===== config.mk =====
export PLATFORM = sky130hd
export DESIGN_NAME = naval_game_sequencer
export DESIGN_NICKNAME = d
export VERILOG_FILES = /design/src/rtl/naval_game_sequencer.sv
export SDC_FILE = /design/constraint.sdc
export NUM_CORES = 1
export LEC_CHECK = 0
export ABC_AREA = 1
export BUFFER_PORTS_ARGS = -buffer_cell sky130_fd_sc_hd__buf_2
export CORE_MARGIN = 10
export CORE_UTILIZATION = 57
export CTS_CLUSTER_SIZE = 14
export DETAILED_ROUTE_END_ITERATION = 10
export GPL_TIMING_DRIVEN = 0
export PLACE_DENSITY = 0.83
export SKIP_LAST_GASP = 1
export SLEW_MARGIN = 20
export SYNTH_ARGS = -nofsm -noshare
export SYNTH_HDL_FRONTEND = slang
export SYNTH_SLANG_ARGS = --single-unit
export TNS_END_PERCENT = 30

===== constraint.sdc =====
create_clock -name clk -period 2.55 [get_ports clk]
set_input_delay 0.3825 -clock clk [delete_from_list [all_inputs] [get_ports clk]]
set_output_delay 0.3825 -clock clk [all_outputs]
set_load 0.02 [all_outputs]

===== src/rtl/naval_game_sequencer.sv =====
// Naval battle game controller: edge-detects the buttons, runs IDLE/PREP/ATTACK/VICTORY/DEFEAT and counts shots and hits.
// Optional macro NAVAL_REPEAT_BLOCK_EN: reject attacks on already-fired coordinates instead of charging a miss.
module naval_game_sequencer #(
  parameter int MAX_SHOTS  = 20,
  parameter int SHIP_CELLS = 9,
  parameter int SHOT_W     = 5
) (
  input  logic              clk,
  input  logic              reset,
  input  logic              start,
  input  logic              confirm_map,
  input  logic              abort,
  input  logic              attack,
  input  logic              cell_is_ship,
  input  logic              cell_already_hit,
  output logic [1:0]        game_state_code,
  output logic              lock_map,
  output logic [SHOT_W-1:0] shots_left,
  output logic [SHOT_W-1:0] hits_count,
  output logic              hit_pulse,
  output logic              miss_pulse,
  output logic              game_over,
  output logic              victory
);

  typedef enum logic [2:0] {
    S_IDLE,
    S_PREP,
    S_ATTACK,
    S_VICTORY,
    S_DEFEAT
  } state_t;

  localparam logic [SHOT_W-1:0] SHOTS_INIT = SHOT_W'(MAX_SHOTS);
  localparam logic [SHOT_W-1:0] FLEET      = SHOT_W'(SHIP_CELLS);

  state_t            state, state_nx;
  logic              start_prev, confirm_prev, attack_prev;
  logic              start_edge, confirm_edge, attack_edge;
  logic              shot_rejected;
  logic [SHOT_W-1:0] shots_nx, hits_nx;
  logic              hit_nx, miss_nx;

  function automatic logic [SHOT_W-1:0] sat_dec(input logic [SHOT_W-1:0] v);
    return (v == '0) ? v : v - SHOT_W'(1);
  endfunction

  function automatic logic [SHOT_W-1:0] sat_inc(input logic [SHOT_W-1:0] v);
    return (v >= FLEET) ? v : v + SHOT_W'(1);
  endfunction

  assign start_edge   = start & ~start_prev;
  assign confirm_edge = confirm_map & ~confirm_prev;
  assign attack_edge  = attack & ~attack_prev;

`ifdef NAVAL_REPEAT_BLOCK_EN
  assign shot_rejected = cell_already_hit;
`else
  assign shot_rejected = 1'b0;
`endif

  // History resets high so a button held through reset cannot fake an edge.
  always_ff @(posedge clk or negedge reset) begin
    if (!reset) begin
      start_prev   <= 1'b1;
      confirm_prev <= 1'b1;
      attack_prev  <= 1'b1;
    end else begin
      start_prev   <= start;
      confirm_prev <= confirm_map;
      attack_prev  <= attack;
    end
  end

  always_ff @(posedge clk or negedge reset) begin
    if (!reset) begin
      state      <= S_IDLE;
      shots_left <= '0;
      hits_count <= '0;
      hit_pulse  <= 1'b0;
      miss_pulse <= 1'b0;
    end else begin
      state      <= state_nx;
      shots_left <= shots_nx;
      hits_count <= hits_nx;
      hit_pulse  <= hit_nx;
      miss_pulse <= miss_nx;
    end
  end

  always_comb begin
    state_nx = state;
    shots_nx = shots_left;
    hits_nx  = hits_count;
    hit_nx   = 1'b0;
    miss_nx  = 1'b0;
    if (abort) begin
      state_nx = S_IDLE;
      shots_nx = '0;
      hits_nx  = '0;
    end else begin
      case (state)
        S_IDLE: if (start_edge) state_nx = S_PREP;
        S_PREP: begin
          if (confirm_edge) begin
            state_nx = S_ATTACK;
            shots_nx = SHOTS_INIT;
            hits_nx  = '0;
          end
        end
        S_ATTACK: begin
          if (attack_edge && !shot_rejected) begin
            shots_nx = sat_dec(shots_left);
            if (cell_is_ship && !cell_already_hit) begin
              hits_nx = sat_inc(hits_count);
              hit_nx  = 1'b1;
            end else begin
              miss_nx = 1'b1;
            end
            // Completing the fleet takes priority over running out of shots.
            if (hits_nx == FLEET)     state_nx = S_VICTORY;
            else if (shots_nx == '0)  state_nx = S_DEFEAT;
          end
        end
        S_VICTORY, S_DEFEAT: if (start_edge) state_nx = S_PREP;
        default: state_nx = S_IDLE;
      endcase
    end
  end

  always_comb begin
    game_state_code = 2'b00;
    lock_map        = 1'b0;
    game_over       = 1'b0;
    victory         = 1'b0;
    case (state)
      S_PREP:   game_state_code = 2'b01;
      S_ATTACK: begin
        game_state_code = 2'b10;
        lock_map        = 1'b1;
      end
      S_VICTORY: begin
        game_state_code = 2'b10;
        lock_map        = 1'b1;
        game_over       = 1'b1;
        victory         = 1'b1;
      end
      S_DEFEAT: begin
        game_state_code = 2'b10;
        lock_map        = 1'b1;
        game_over       = 1'b1;
      end
      default: ;
    endcase
  end

endmodule


Yosys cells after proc, flatten, opt, wreduce, memory -nomap -nowiden
Cells that the tools add are included.
{"block": "classes", "n_addsub": 2, "magnitude_cmp": 1, "eq_ne": 9, "n_mux": 33, "n_bitwise": 6, "n_reduce_logical": 11}
{"operator": "$mux W5", "count": 12}
{"operator": "$pmux W5 S2", "count": 2}
{"operator": "$mux W3", "count": 6}
{"operator": "$mux W1", "count": 11}
{"operator": "$logic_not A5 Y1", "count": 2}
{"operator": "$pmux W3 S3", "count": 1}
{"operator": "$eq A3 B2 Y1 const B", "count": 2}
{"operator": "$ne A3 B3 Y1 const B", "count": 2}
{"operator": "$reduce_or A3 Y1", "count": 2}
{"operator": "$add A5 B1 Y5 const B", "count": 1}
{"operator": "$eq A5 B4 Y1 const B", "count": 1}
{"operator": "$ge A5 B4 Y1 const B", "count": 1}
{"operator": "$sub A5 B1 Y5 const B", "count": 1}
{"operator": "$ne A4 B4 Y1 const B", "count": 1}
{"operator": "$pmux W2 S2", "count": 1}
{"operator": "$reduce_and A4 Y1", "count": 1}
{"operator": "$and A1 B1 Y1", "count": 3}
{"operator": "$eq A3 B1 Y1 const B", "count": 1}
{"operator": "$eq A3 B3 Y1 const B", "count": 1}
{"operator": "$logic_not A3 Y1", "count": 1}
{"operator": "$ne A3 B1 Y1 const B", "count": 1}
{"operator": "$not A1 Y1", "count": 3}
{"operator": "$reduce_and A3 Y1", "count": 1}
{"operator": "$reduce_bool A3 Y1", "count": 1}
{"operator": "other kinds (3)", "count": 3}
{"block": "totals", "register_bits": 18, "inputBits": 8, "out_inout_bits": 17}

Logic depth before layout (Yosys ltp)
Gate-level depths: netlist of run 1.
{"block": "logic_depth", "ltp_word": 11, "ltp_mapped": 16, "mapped_depth_nobuf": 16}

Least setup slack after synthesis of run 1
No wires, ideal clock.
{"block": "synth_path", "kind": "register to register", "startpoint": "reg hits_count[1]", "endpoint": "reg state[2]", "arrival_ns": 1.681, "required_ns": 2.423, "slack_ns": 0.742, "path_stages_with_launch": 13, "path_buffers": 0, "period_less_slack_ns": 1.808, "cell_sequence": "dfrtp_1 > inv_1 > ha_1 > nor2_1 > nand2_1 > nand2_1 > nand3_1 > nand2_1 > nand3_1 > o21ai_2 > nand3_1 > nand2_1 > o21ai_0"}
{"block": "synth_via", "elab_chain_cells": 11, "word_cells_on_any_way": 14, "cone_classes": "add/sub: 1; order compare: 1; eq/ne: 2; mux: 9; reduce/logical: 1"}
{"element": "start, declared", "line_no": "19", "source": "output logic [SHOT_W-1:0] hits_count,"}
{"element": "start signal, assigned", "line_no": "85", "source": "hits_count <= hits_nx;"}
{"element": "$add A5 B1 Y5 / $ge A5 B4 Y1 (equally long branches)", "line_no": "49", "source": "return (v >= FLEET) ? v : v + SHOT_W'(1);"}
{"element": "$mux W5", "line_no": "49"}
{"element": "$mux W5 *", "line_no": "114", "source": "if (cell_is_ship && !cell_already_hit) begin"}
{"element": "$mux W5 *", "line_no": "112", "source": "if (attack_edge && !shot_rejected) begin"}
{"element": "$mux W5 *", "line_no": "102", "source": "case (state)"}
{"element": "$mux W5 *", "line_no": "97", "source": "if (abort) begin"}
{"element": "$eq A5 B4 Y1 *", "line_no": "121", "source": "if (hits_nx == FLEET) state_nx = S_VICTORY;"}
{"element": "$mux W3", "line_no": "121"}
{"element": "$mux W3", "line_no": "112"}
{"element": "$pmux W3 S3", "line_no": "102"}
{"element": "$mux W3", "line_no": "97"}
{"element": "end signal, assigned", "line_no": "83", "source": "state <= state_nx;"}
{"element": "end, declared", "line_no": "37", "source": "state_t state, state_nx;"}
Every way passes the cells marked *; elsewhere a longest branch is shown, timed or not. The select of a mux whose other input is x is not followed.
A chain may end at the register's enable or synchronous reset.

Worst setup path after layout of run 1
Same ends and word-level chain as after synthesis.

==> results of run 1 <==
==> per-stage QoR <==
stage	setup WS (ns)	instances	power, µW	hold WS, ns	utilization
3_5_place_dp	0.6529	200	1212	0.3372	0.6693
6_report	0.6621	204	1370	0.0003797	0.6882
4_1_cts	0.6340	204	1389	0.008543	0.6882
5_1_grt	0.3650	204	1524	0.001454	0.6882
2_1_floorplan	0.7416	150	1023	0.08691	-
3_3_place_gp	0.7222	200	1184	0.3272	0.6693
==> logic make-up (layout without fill, tap and decap cells) <==
family / count (synthesis) / in the layout / share of synthesized area
adders and majority gates: 3 / 3 / 0.03301
DFF: 18 / 18 / 0.3993
buffers and inverters: 28 / 55 / 0.1023
and+or+nand+nor: 76 / 76 / 0.3058
AOI/OAI and AO/OA: 25 / 25 / 0.1595
==> registers in the layout, indices dropped and copies added, names as in the netlist <==
register and count:
start_prev 1, attack_prev 1, state 3, miss_pulse 1, confirm_prev 1, hits_count 5
hit_pulse 1, shots_left 5
==> layout make-up <==
type                            instances  area [µm²]
Fill cell                             174       599.3
Buffer                                  2       18.77
Clock buffer                            4       36.28
Sequential cell                        18       454.2
Tap cell                               27       33.78
Timing Repair Buffer                   23       115.1
Multi-Input combinational cell        104       566.8
Inverter                               26       97.59
==> power by group through the flow <==
stage	Sequential (µW)	Combinational (µW)	Clock (µW)
after floorplan	447	576	0
after detailed placement	410	801	0
final	404	792	173
after CTS	405	803	181
after global routing	416	914	194
after global placement	407	777	0
==> metal layers <==
metal | global-route usage | vias up
li1 | - | 537
met1 | 0.1310 | 464
met2 | 0.2069 | 36
met3 | 0.04639 | 4
met4 | 0.05615 | 0
met5 | 0 | -
==> Yosys cell counts <==
library cell	instances
dfstp_2	3
nand2_2	1
inv_1	21
inv_2	5
nor2_2	2
buf_4	1
o22ai_1	4
nand4_1	3
o21bai_1	1
ha_1	3
a21oi_1	5
nand2_1	37
o21ai_2	6
nor3_2	1
a21oi_2	1
buf_6	1
dfrtp_1	15
nand3_1	13
nor3_1	2
o21ai_0	6
a211oi_4	1
nor2_1	14
o22ai_2	1
nor2_4	3
==> how the worst max path moves through the flow <==
| stage | end | slack [ns] | depth (start not counted) |
|---|---|---|---|
| finish | state[2] | 0.66 | 12 |
| global route | state[2] | 0.36 | 13 |
| CTS | state[2] | 0.63 | 13 |
| detailed placement | state[2] | 0.65 | 13 |
| global placement | state[2] | 0.72 | 13 |
| floorplan | state[2] | 0.74 | 12 |
==> worst max-delay path, stage by stage, from the launching register on <==
cell and delay [ns]:
dfrtp_1 0.41, inv_1 0.10, ha_1 0.18, nor2_1 0.10
nand2_1 0.07, nand2_1 0.15, nand3_1 0.10, nand2_1 0.12
nand3_1 0.11, o21ai_2 0.15, nand3_1 0.14, nand2_1 0.08
o21ai_0 0.07
==> results by group, run 1 <==
Clock tree
  • Htree depth: 1
  • Clock buffer depth: 2
  • PostCTS Resize Cnt: 0
  • Clock transition at path regs: 0.10 ns
  • CTS sink count: 18
  • CTS tree: done
  • Clk_lat worst skew: 0.29 ns
  • Clock root cell: clkbuf_4
  • CTS Buf Count: 3
  • # hold bufs at CTS: 0
  • Postcts setup bufs: 0

Timing
  • # setup viols final: 0
  • Fmax: 529.7 MHz
  • Setup TNS: 0 ns
  • RSZ-0062 raised after global routing: no
  • Worst-Margin Slew: 0.3905 ns
  • Crit share post-route: 0.7403
  • Max Slew Vio Count: 0
  • Skew final: 0.003685 ns
  • Hold Vio Cnt, Final: 0
  • Tmin final: 1.888 ns
  • Slew HR: 0.7397

GRT
  • Largest net degree at the start of global routing: 19
  • First-pass GRT wire length: 4.257 mm
  • Gr usage total: 0.1218
  • GR Overflow Total: 0
  • Initial antenna violation count: 0
  • Number of global-route vias before repair: 1,054

Logic synthesis
  • Ys Warns: 0
  • Top cells by area, synth: dfrtp_1, nand2_1, dfstp_2
  • Mapped cell area: 1137 µm²
  • Post-Synthesis Cells: 150
  • Area leader, netlist: dfrtp_1
  • Register bit count reported by yosys: 18
  • Synth top area share: 0.3300
  • Sequential area share after synthesis: 0.3993
  • Synth Area per Inst: 7.582 µm²
  • Distinct cells, synth: 24
  • Synth Net Count: 161

Power
  • Max VDD drop: 466.8 µV
  • Switch Pwr: 670.6 µW
  • Seq pwr share: 0.295
  • Net Sw Frac: 0.4894
  • Internal power: 699.5 µW
  • Pwr Density: 1036 nW/µm²
  • Pleak: 0.0007071 µW
  • Clock Power Share: 0.126
  • Combinational group share of total power: 0.578

Run status
  • Status: complete, no violations

Final layout
  • Nets: 189
  • Most frequent cells in the layout: nand2_1, buf_2, inv_1
  • Area grow syn2layout: 16.28%
  • Commonest non-fill, non-tap cell in the layout: nand2_1
  • # diodes: 0
  • Finished Cell Area: 1323 µm²
  • Share of cells above drive strength 1: 0.2994

Die
  • Starting density of the core: 0.5918
  • Top Ports: 25
  • Row cnt: 16
  • Core area: 1922 µm²
  • Die area: 4182 µm²
  • Die Y: 64.67 µm
  • Die width: 64.67 µm

Placement
  • GPL Wtd Cong: 0.8583
  • Number of port buffers: 23
  • Post-DP HPWL: 1.949 mm
  • Dpl cell area: 1286 µm²

Route
  • Final WL: 2.393 mm
  • Top Metal Used: met4
  • First-pass detailed-route iteration total: 4
  • Met3 wire len: 149 µm
  • Drt drc: 0
  • DRT iter0 DRCs: 60
  • Routed vias: 1,041
  • Wire length on met2: 1.221 mm
  • Post-route ant nets: 0
  • Via/cell ratio: 5.103
  • Routed len/inst: 11.73 µm
  • Post-Route M1 WL: 984 µm

Worst setup path
  • Worst setup SP type: flop
  • Reg2reg start: hits_count[1]
  • Worst Path Max Fanout: 6
  • FF-to-FF setup slack: 0.66 ns
  • Worst EP required: 2.73 ns
  • R2R depth: 12
  • CP endpoint kind: flop
  • CP startpoint: hits_count[1]
  • Worst setup path class: reg2reg
  • Reg2reg end: state[2]
  • Critical path arrival: 2.06 ns

Run
  • Maxcap violations: 0

Min path
  • Worst min path class: in2async
Power figures use the tool's default switching activity.
==> run 2: changes to the inputs <==
--- a/config.mk
+++ b/config.mk
@@ -8,11 +8,11 @@
 export ABC_AREA = 1
 export BUFFER_PORTS_ARGS = -buffer_cell sky130_fd_sc_hd__buf_2
 export CORE_MARGIN = 10
-export CORE_UTILIZATION = 57
+export CORE_UTILIZATION = 48
 export CTS_CLUSTER_SIZE = 14
 export DETAILED_ROUTE_END_ITERATION = 10
 export GPL_TIMING_DRIVEN = 0
-export PLACE_DENSITY = 0.83
+export PLACE_DENSITY = 0.75
 export SKIP_LAST_GASP = 1
 export SLEW_MARGIN = 20
 export SYNTH_ARGS = -nofsm -noshare
==> constraint.sdc (replaced) <==
create_clock -name clk -period 1.66 [get_ports clk]
set_input_delay 0.249 -clock clk [delete_from_list [all_inputs] [get_ports clk]]
set_output_delay 0.249 -clock clk [all_outputs]
set_load 0.02 [all_outputs]
==> results by group, run 2 (synthesis results as in run 1) <==
Run status
  • Status: complete, but fails checks
  • Failing checks: negative setup slack

Clock tree
  • Clock transition at path regs: 0.11 ns (about the same)
  • CTS tree: done
  • CTS Buf Count: 3 (unchanged)
  • CTS sink count: 18 (unchanged)
  • Htree depth: 1 (unchanged)
  • Clock buffer depth: 2 (unchanged)
  • Clk_lat worst skew: 0.30 ns (about the same)
  • Clock root cell: clkbuf_4

GRT
  • First-pass GRT wire length: 4.864 mm (+14%)
  • Number of global-route vias before repair: 1,113 (+5.6%)
  • Gr usage total: 0.1330 (+0.01120)
  • Largest net degree at the start of global routing: 19 (unchanged)
  • Initial antenna violation count: 0 (unchanged)
  • GR Overflow Total: 0 (unchanged)

Min path
  • Hold Path Depth: 1
  • Hold Path Sink: attack_prev
  • Worst hold start: attack
  • Worst min path class: in2reg

Timing
  • Min Hold Slack: 0.04138 ns (+0.04100 ns)
  • Slew HR: 0.7245 (-0.01517)
  • Crit share post-route: 1.110 (+0.3694)
  • Fmax: 542.8 MHz (+2.5%)
  • RSZ-0062 raised after global routing: yes
  • Worst-Margin Slew: 0.4132 ns (+0.02275 ns)
  • PnR worst setup slack: -0.1822 ns (-0.8443 ns)
  • # setup viols final: 14 (+14)
  • Hold Vio Cnt, Final: 0 (unchanged)
  • Tmin final: 1.842 ns (-0.04570 ns)
  • Max Slew Vio Count: 0 (unchanged)
  • Skew final: 0.002873 ns (-0.0008124 ns)

Power
  • Max VDD drop: 1136 µV (+140%)
  • Pwr Density: 1621 nW/µm² (+56%)
  • Clock Power Share: 0.109 (-0.017)
  • Internal power: 1324 µW (+89%)
  • Seq pwr share: 0.251 (-0.044)
  • Combinational group share of total power: 0.641 (+0.063)
  • Net Sw Frac: 0.4893 (about the same)
  • Switch Pwr: 1268 µW (+89%)
  • Pleak: 0.0008213 µW (+16%)

Die
  • Row cnt: 17 (+1)
  • Starting density of the core: 0.5092 (-0.08255)
  • Core area: 2233 µm² (+16%)
  • Top Ports: 25 (unchanged)
  • Die width: 68.68 µm (+6.2%)
  • Die Y: 68.68 µm (+6.2%)
  • Die area: 4716 µm² (+13%)

Worst setup path
  • Critical Path Slowest Stage Cell: dfrtp_2
  • FF-to-FF setup slack: -0.18 ns (-0.84 ns)
  • Critical path arrival: 2.09 ns (+0.03 ns)
  • Worst stage delay on the critical path: 0.44 ns (+0.03 ns)
  • Worst setup SP type: flop
  • Reg2reg start: hits_count[1]
  • CP endpoint kind: flop
  • Reg2reg end: state[1]
  • CP cell instances: inv_2 -> ha_4 -> nor2_4 -> nand2_2 -> nand2_4 -> nand2_2 -> nand2_1 -> nand2_2 -> nand3_2 -> o21ai_2 -> nand2_1 -> nor2_2 -> nand2_1 -> nand2_1
  • Worst EP required: 1.91 ns (-0.82 ns)
  • Worst setup path class: reg2reg
  • R2R depth: 14 (+2)
  • CP most frequent cell: nand2_1
  • Worst Path Max Fanout: 6 (unchanged)

Placement
  • GPL Wtd Cong: 0.8455 (-1.5%)
  • Post-DP HPWL: 2.127 mm (+9.2%)
  • Pre-CTS setup slack: -0.1529 ns (-0.8058 ns)
  • Number of port buffers: 23 (unchanged)

Final layout
  • # diodes: 0 (unchanged)
  • Multi-input gate area: 701.9 µm² (+24%)
  • Share of cells above drive strength 1: 0.5412 (+0.2418)
  • Commonest non-fill, non-tap cell in the layout: nand2_1
  • Most frequent cells in the layout: nand2_1, buf_2, inv_1, buf_4, dfrtp_1
  • Reg area: 459.2 µm² (+1.1%)
  • Nets: 206 (+9.0%)
  • Largest regs: hits_count (5), shots_left (5), state (3)
  • Area grow syn2layout: 40.59%
  • Filler instances: 161 (-7.5%)

Route
  • Routed len/inst: 15.36 µm (+31%)
  • Met3 wire len: 233 µm (+56%)
  • Wire length on met2: 1.836 mm (+50%)
  • Via/cell ratio: 5.419 (+6.2%)
  • Final WL: 3.410 mm (+42%)
  • Post-route ant nets: 0 (unchanged)
  • Post-Route M1 WL: 1.227 mm (+25%)
  • Drt drc: 0 (unchanged)
  • Top Metal Used: met4
  • DRT iter0 DRCs: 55 (-8.3%)
  • First-pass detailed-route iteration total: 4 (unchanged)
  • Routed vias: 1,203 (+16%)

Run
  • Maxcap violations: 0 (unchanged)
## run 2: metrics by stage
| step | power [µW] | TNS (ns) | instances | instance area (µm²) | util |
|---|---|---|---|---|---|
| 2_1_floorplan | 1609 | 0 | 150 | 1180 | - |
| 3_3_place_gp | 1864 | -0.1178 | 201 | 1330 | 0.5955 |
| 3_5_place_dp | 1927 | -0.5244 | 201 | 1330 | 0.5955 |
| 4_1_cts | 2290 | -0.1731 | 211 | 1450 | 0.6493 |
| 5_1_grt | 2797 | -2.539 | 222 | 1599 | 0.7160 |
| 6_report | 2592 | -0.9363 | 222 | 1599 | 0.7160 |
## run 2: repair_timing
item / CTS / global route
resized for setup: 9 / 20
setup buffers: 5 / 11
pin swaps: 3 / 20
setup endpoints to repair: 10 / 15
endpoints found under the hold margin: 15 / 0
hold buffers: 1 / 0
## run 2: metal layers
metal / GRT usage / vias to the layer above
li1: - / 572
met5: 0 / -
met2: 0.2592 / 46
met1: 0.1328 / 569
met3: 0.02899 / 16
met4: 0.05025 / 0
## run 2: worst max-delay path, delay by kind of cell, from the launching register on
kind,cells,cell delay [ns]
adder cells (fa/ha/maj),1,0.14
AND/OR/NAND/NOR,11,0.92
AO/OA/AOI/OAI,1,0.20
buffers and inverters,1,0.08
flip-flops,1,0.44
## run 2: power by group through the flow
| stage | sequential [µW] | combinational [µW] | clock, µW |
|---|---|---|---|
| floorplan | 696 | 912 | 0 |
| global placement | 633 | 1230 | 0 |
| detailed placement | 642 | 1290 | 0 |
| CTS | 633 | 1380 | 281 |
| global route | 661 | 1830 | 307 |
| finish | 649 | 1660 | 282 |
## run 2: final cells by class
class	instances	area share
sequential	18	0.2872
clock buffer	4	0.02269
buffer	2	0.01174
inverter	26	0.06416
timing repair buffer	40	0.1534
tap	28	0.02191
multi-input combinational	104	0.4390
## run 2: worst max-delay path by stage
stage | start | end | slack (ns)
2_1_floorplan | hits_count[1] | state[2] | 0.01
3_3_place_gp | shots_left[1] | state[2] | -0.04
4_1_cts | hits_count[0] | state[2] | -0.05
6_report | hits_count[1] | state[1] | -0.18
3_5_place_dp | shots_left[1] | state[2] | -0.15
5_1_grt | hits_count[0] | state[1] | -0.27
==> run 3: changes to the inputs <==
--- a/config.mk
+++ b/config.mk
@@ -7,12 +7,14 @@
 export LEC_CHECK = 0
 export ABC_AREA = 1
 export BUFFER_PORTS_ARGS = -buffer_cell sky130_fd_sc_hd__buf_2
+export CELL_PAD_IN_SITES_DETAIL_PLACEMENT = 0
+export CELL_PAD_IN_SITES_GLOBAL_PLACEMENT = 1
 export CORE_MARGIN = 10
-export CORE_UTILIZATION = 48
+export CORE_UTILIZATION = 34
 export CTS_CLUSTER_SIZE = 14
 export DETAILED_ROUTE_END_ITERATION = 10
 export GPL_TIMING_DRIVEN = 0
-export PLACE_DENSITY = 0.75
+export PLACE_DENSITY_LB_ADDON = 0.1
 export SKIP_LAST_GASP = 1
 export SLEW_MARGIN = 20
 export SYNTH_ARGS = -nofsm -noshare
==> results by group, run 3 (synthesis results as in run 1) <==
Final layout
  • Share of cells above drive strength 1: 0.5385 (-0.002776)
  • Filler instances: 305 (+89%)
  • Layout Cells excl Fill: 239 (+7.7%)
  • Finished Cell Area: 1620 µm² (+1.3%)
  • Reg area: 459.2 µm² (unchanged)
  • Largest regs: hits_count (5), shots_left (5), state (3)
  • # diodes: 0 (unchanged)
  • Commonest non-fill, non-tap cell in the layout: nand2_1
  • Area grow syn2layout: 42.46%
  • Multi-input gate area: 694.4 µm² (-1.1%)
  • Most frequent cells in the layout: nand2_1, buf_2, inv_1, buf_4
  • Nets: 207 (+0.49%)

GRT
  • First-pass GRT wire length: 4.712 mm (-3.1%)
  • Number of global-route vias before repair: 1,080 (-3.0%)
  • Largest net degree at the start of global routing: 19 (unchanged)
  • Gr usage total: 0.09357 (-0.03946)
  • GR Overflow Total: 0 (unchanged)
  • Initial antenna violation count: 0 (unchanged)

Clock tree
  • CTS Buf Count: 3 (unchanged)
  • Clock root cell: clkbuf_4
  • Htree depth: 1 (unchanged)
  • CTS sink count: 18 (unchanged)
  • Clk_lat worst skew: 0.30 ns (about the same)
  • CTS tree: done
  • Clock transition at path regs: 0.11 ns (about the same)
  • Clock buffer depth: 2 (unchanged)

Placement
  • Post-DP HPWL: 2.042 mm (-4.0%)
  • GPL Wtd Cong: 0.7659 (-9.4%)
  • Cells after DPL: 217 (+8.0%)
  • Number of port buffers: 23 (unchanged)
  • Dpl cell area: 1350 µm² (+1.5%)

Timing
  • Crit share post-route: 1.022 (-0.08736)
  • Tmin final: 1.697 ns (-0.1450 ns)
  • Hold Vio Cnt, Final: 0 (unchanged)
  • RSZ-0062 raised after global routing: yes
  • PnR worst setup slack: -0.03715 ns (+0.1450 ns)
  • Fmax: 589.2 MHz (+8.5%)
  • Slew HR: 0.7187 (-0.005787)
  • # setup viols final: 4 (-10)
  • Setup TNS: -0.1067 ns (+0.8296 ns)
  • Worst-Margin Slew: 0.4219 ns (+0.008681 ns)
  • Skew final: 0.002377 ns (-0.0004954 ns)
  • Max Slew Vio Count: 0 (unchanged)

Worst setup path
  • Worst stage delay on the critical path: 0.46 ns (+0.02 ns)
  • Critical Path Slowest Stage Cell: dfrtp_2
  • CP cell instances: ha_4 -> nor2_2 -> nand2_2 -> nand2_4 -> nand3_2 -> nand2_2 -> nand3_2 -> o21ai_2 -> nand2_1 -> nor2_2 -> nand2_1 -> nand2_1
  • Critical path arrival: 1.95 ns (-0.14 ns)
  • Worst setup path class: reg2reg
  • CP most frequent cell: nand2_1
  • Worst setup SP type: flop
  • CP endpoint kind: flop
  • Worst EP required: 1.91 ns (about the same)
  • R2R depth: 12 (-2)
  • Worst Path Max Fanout: 6 (unchanged)

Power
  • Combinational group share of total power: 0.637 (-0.004)
  • Seq pwr share: 0.252 (about the same)
  • Clock Power Share: 0.110 (about the same)
  • Pwr Density: 1554 nW/µm² (-4.1%)
  • Net Sw Frac: 0.4800 (-0.009270)
  • Max VDD drop: 506.6 µV (-55%)
  • Internal power: 1309 µW (-1.1%)
  • Pleak: 0.0008297 µW (+1.0%)
  • Switch Pwr: 1209 µW (-4.7%)

Min path
  • Worst min path class: in2reg
  • Hold Path Depth: 1 (unchanged)

Run
  • Maxcap violations: 0 (unchanged)

Route
  • First-pass detailed-route iteration total: 4 (unchanged)
  • DRT iter0 DRCs: 30 (-45%)
  • Post-route ant nets: 0 (unchanged)
  • Drt drc: 0 (unchanged)
  • Via/cell ratio: 4.611 (-15%)
  • Routed len/inst: 11.94 µm (-22%)
  • Final WL: 2.854 mm (-16%)
  • Routed vias: 1,102 (-8.4%)

Die
  • Row cnt: 20 (+3)
  • Die Y: 77.84 µm (+13%)
  • Top Ports: 25 (unchanged)
  • Die width: 77.84 µm (+13%)
  • Starting density of the core: 0.3636 (-0.1456)
  • Core area: 3128 µm² (+40%)
  • Die area: 6058 µm² (+28%)

Run status
  • Status: complete, but fails checks
  • Failing checks: negative setup slack
-- run 3: cell type report --
class                   count  share of cell area
flip-flops and latches     18              0.2834
well taps                  44             0.03398
repair buffers             41              0.1568
plain buffers               2             0.01158
clock buffers               4             0.02239
multi-input cells         104              0.4286
inverters                  26             0.06332
-- run 3: worst max-delay path, delay by kind of cell (launching register included) --
family | cells | cell delay, ns
AO/OA/AOI/OAI | 1 | 0.18
adder cells (fa/ha/maj) | 1 | 0.16
flip-flops | 1 | 0.46
AND/OR/NAND/NOR | 10 | 0.84
-- run 3: power groups by stage --
stage,clock network (µW),registers [µW],logic (µW)
final,278,636,1600
after global routing,311,649,1790
after CTS,291,631,1390
after detailed placement,0,643,1280
after global placement,0,636,1270
after floorplan,0,696,912
-- run 3: final timing paths --
check / slack, ns / start / to
worst min-delay path: 0.04 / attack / attack_prev
worst max register to register: -0.04 / hits_count[0] / state[1]
max in group asynchronous: 0.93 / reset / start_prev
worst max-delay path: -0.04 / hits_count[0] / state[1]
worst min register to register: 0.60 / shots_left[1] / shots_left[1]
min in group asynchronous: 0.40 / reset / hits_count[2]
-- run 3: routing by layer --
metal,GRT usage,wire [µm]
met4,0.04562,68
met3,0.03456,147
met2,0.1517,1390
met1,0.1059,1247
met5,0,0
-- run 3: repair_timing --
action,in CTS,in global routing
setup endpoints to repair,13,17
resized for setup,13,16
setup buffers,7,9
hold buffers,1,0
pin swaps,10,12
hold endpoints to repair,15,0
gates cloned,0,1
-- run 3: stage by stage --
stage | util | setup WS [ns] | total power, µW | hold WS (ns)
after floorplan | - | 0.01198 | 1609 | -0.04659
after global placement | 0.4316 | -0.09205 | 1906 | 0.2066
after detailed placement | 0.4316 | -0.1013 | 1919 | 0.2126
after CTS | 0.4800 | -0.03341 | 2310 | 0.02937
after global routing | 0.5180 | -0.2401 | 2754 | 0.02153
final | 0.5180 | -0.03715 | 2518 | 0.04309
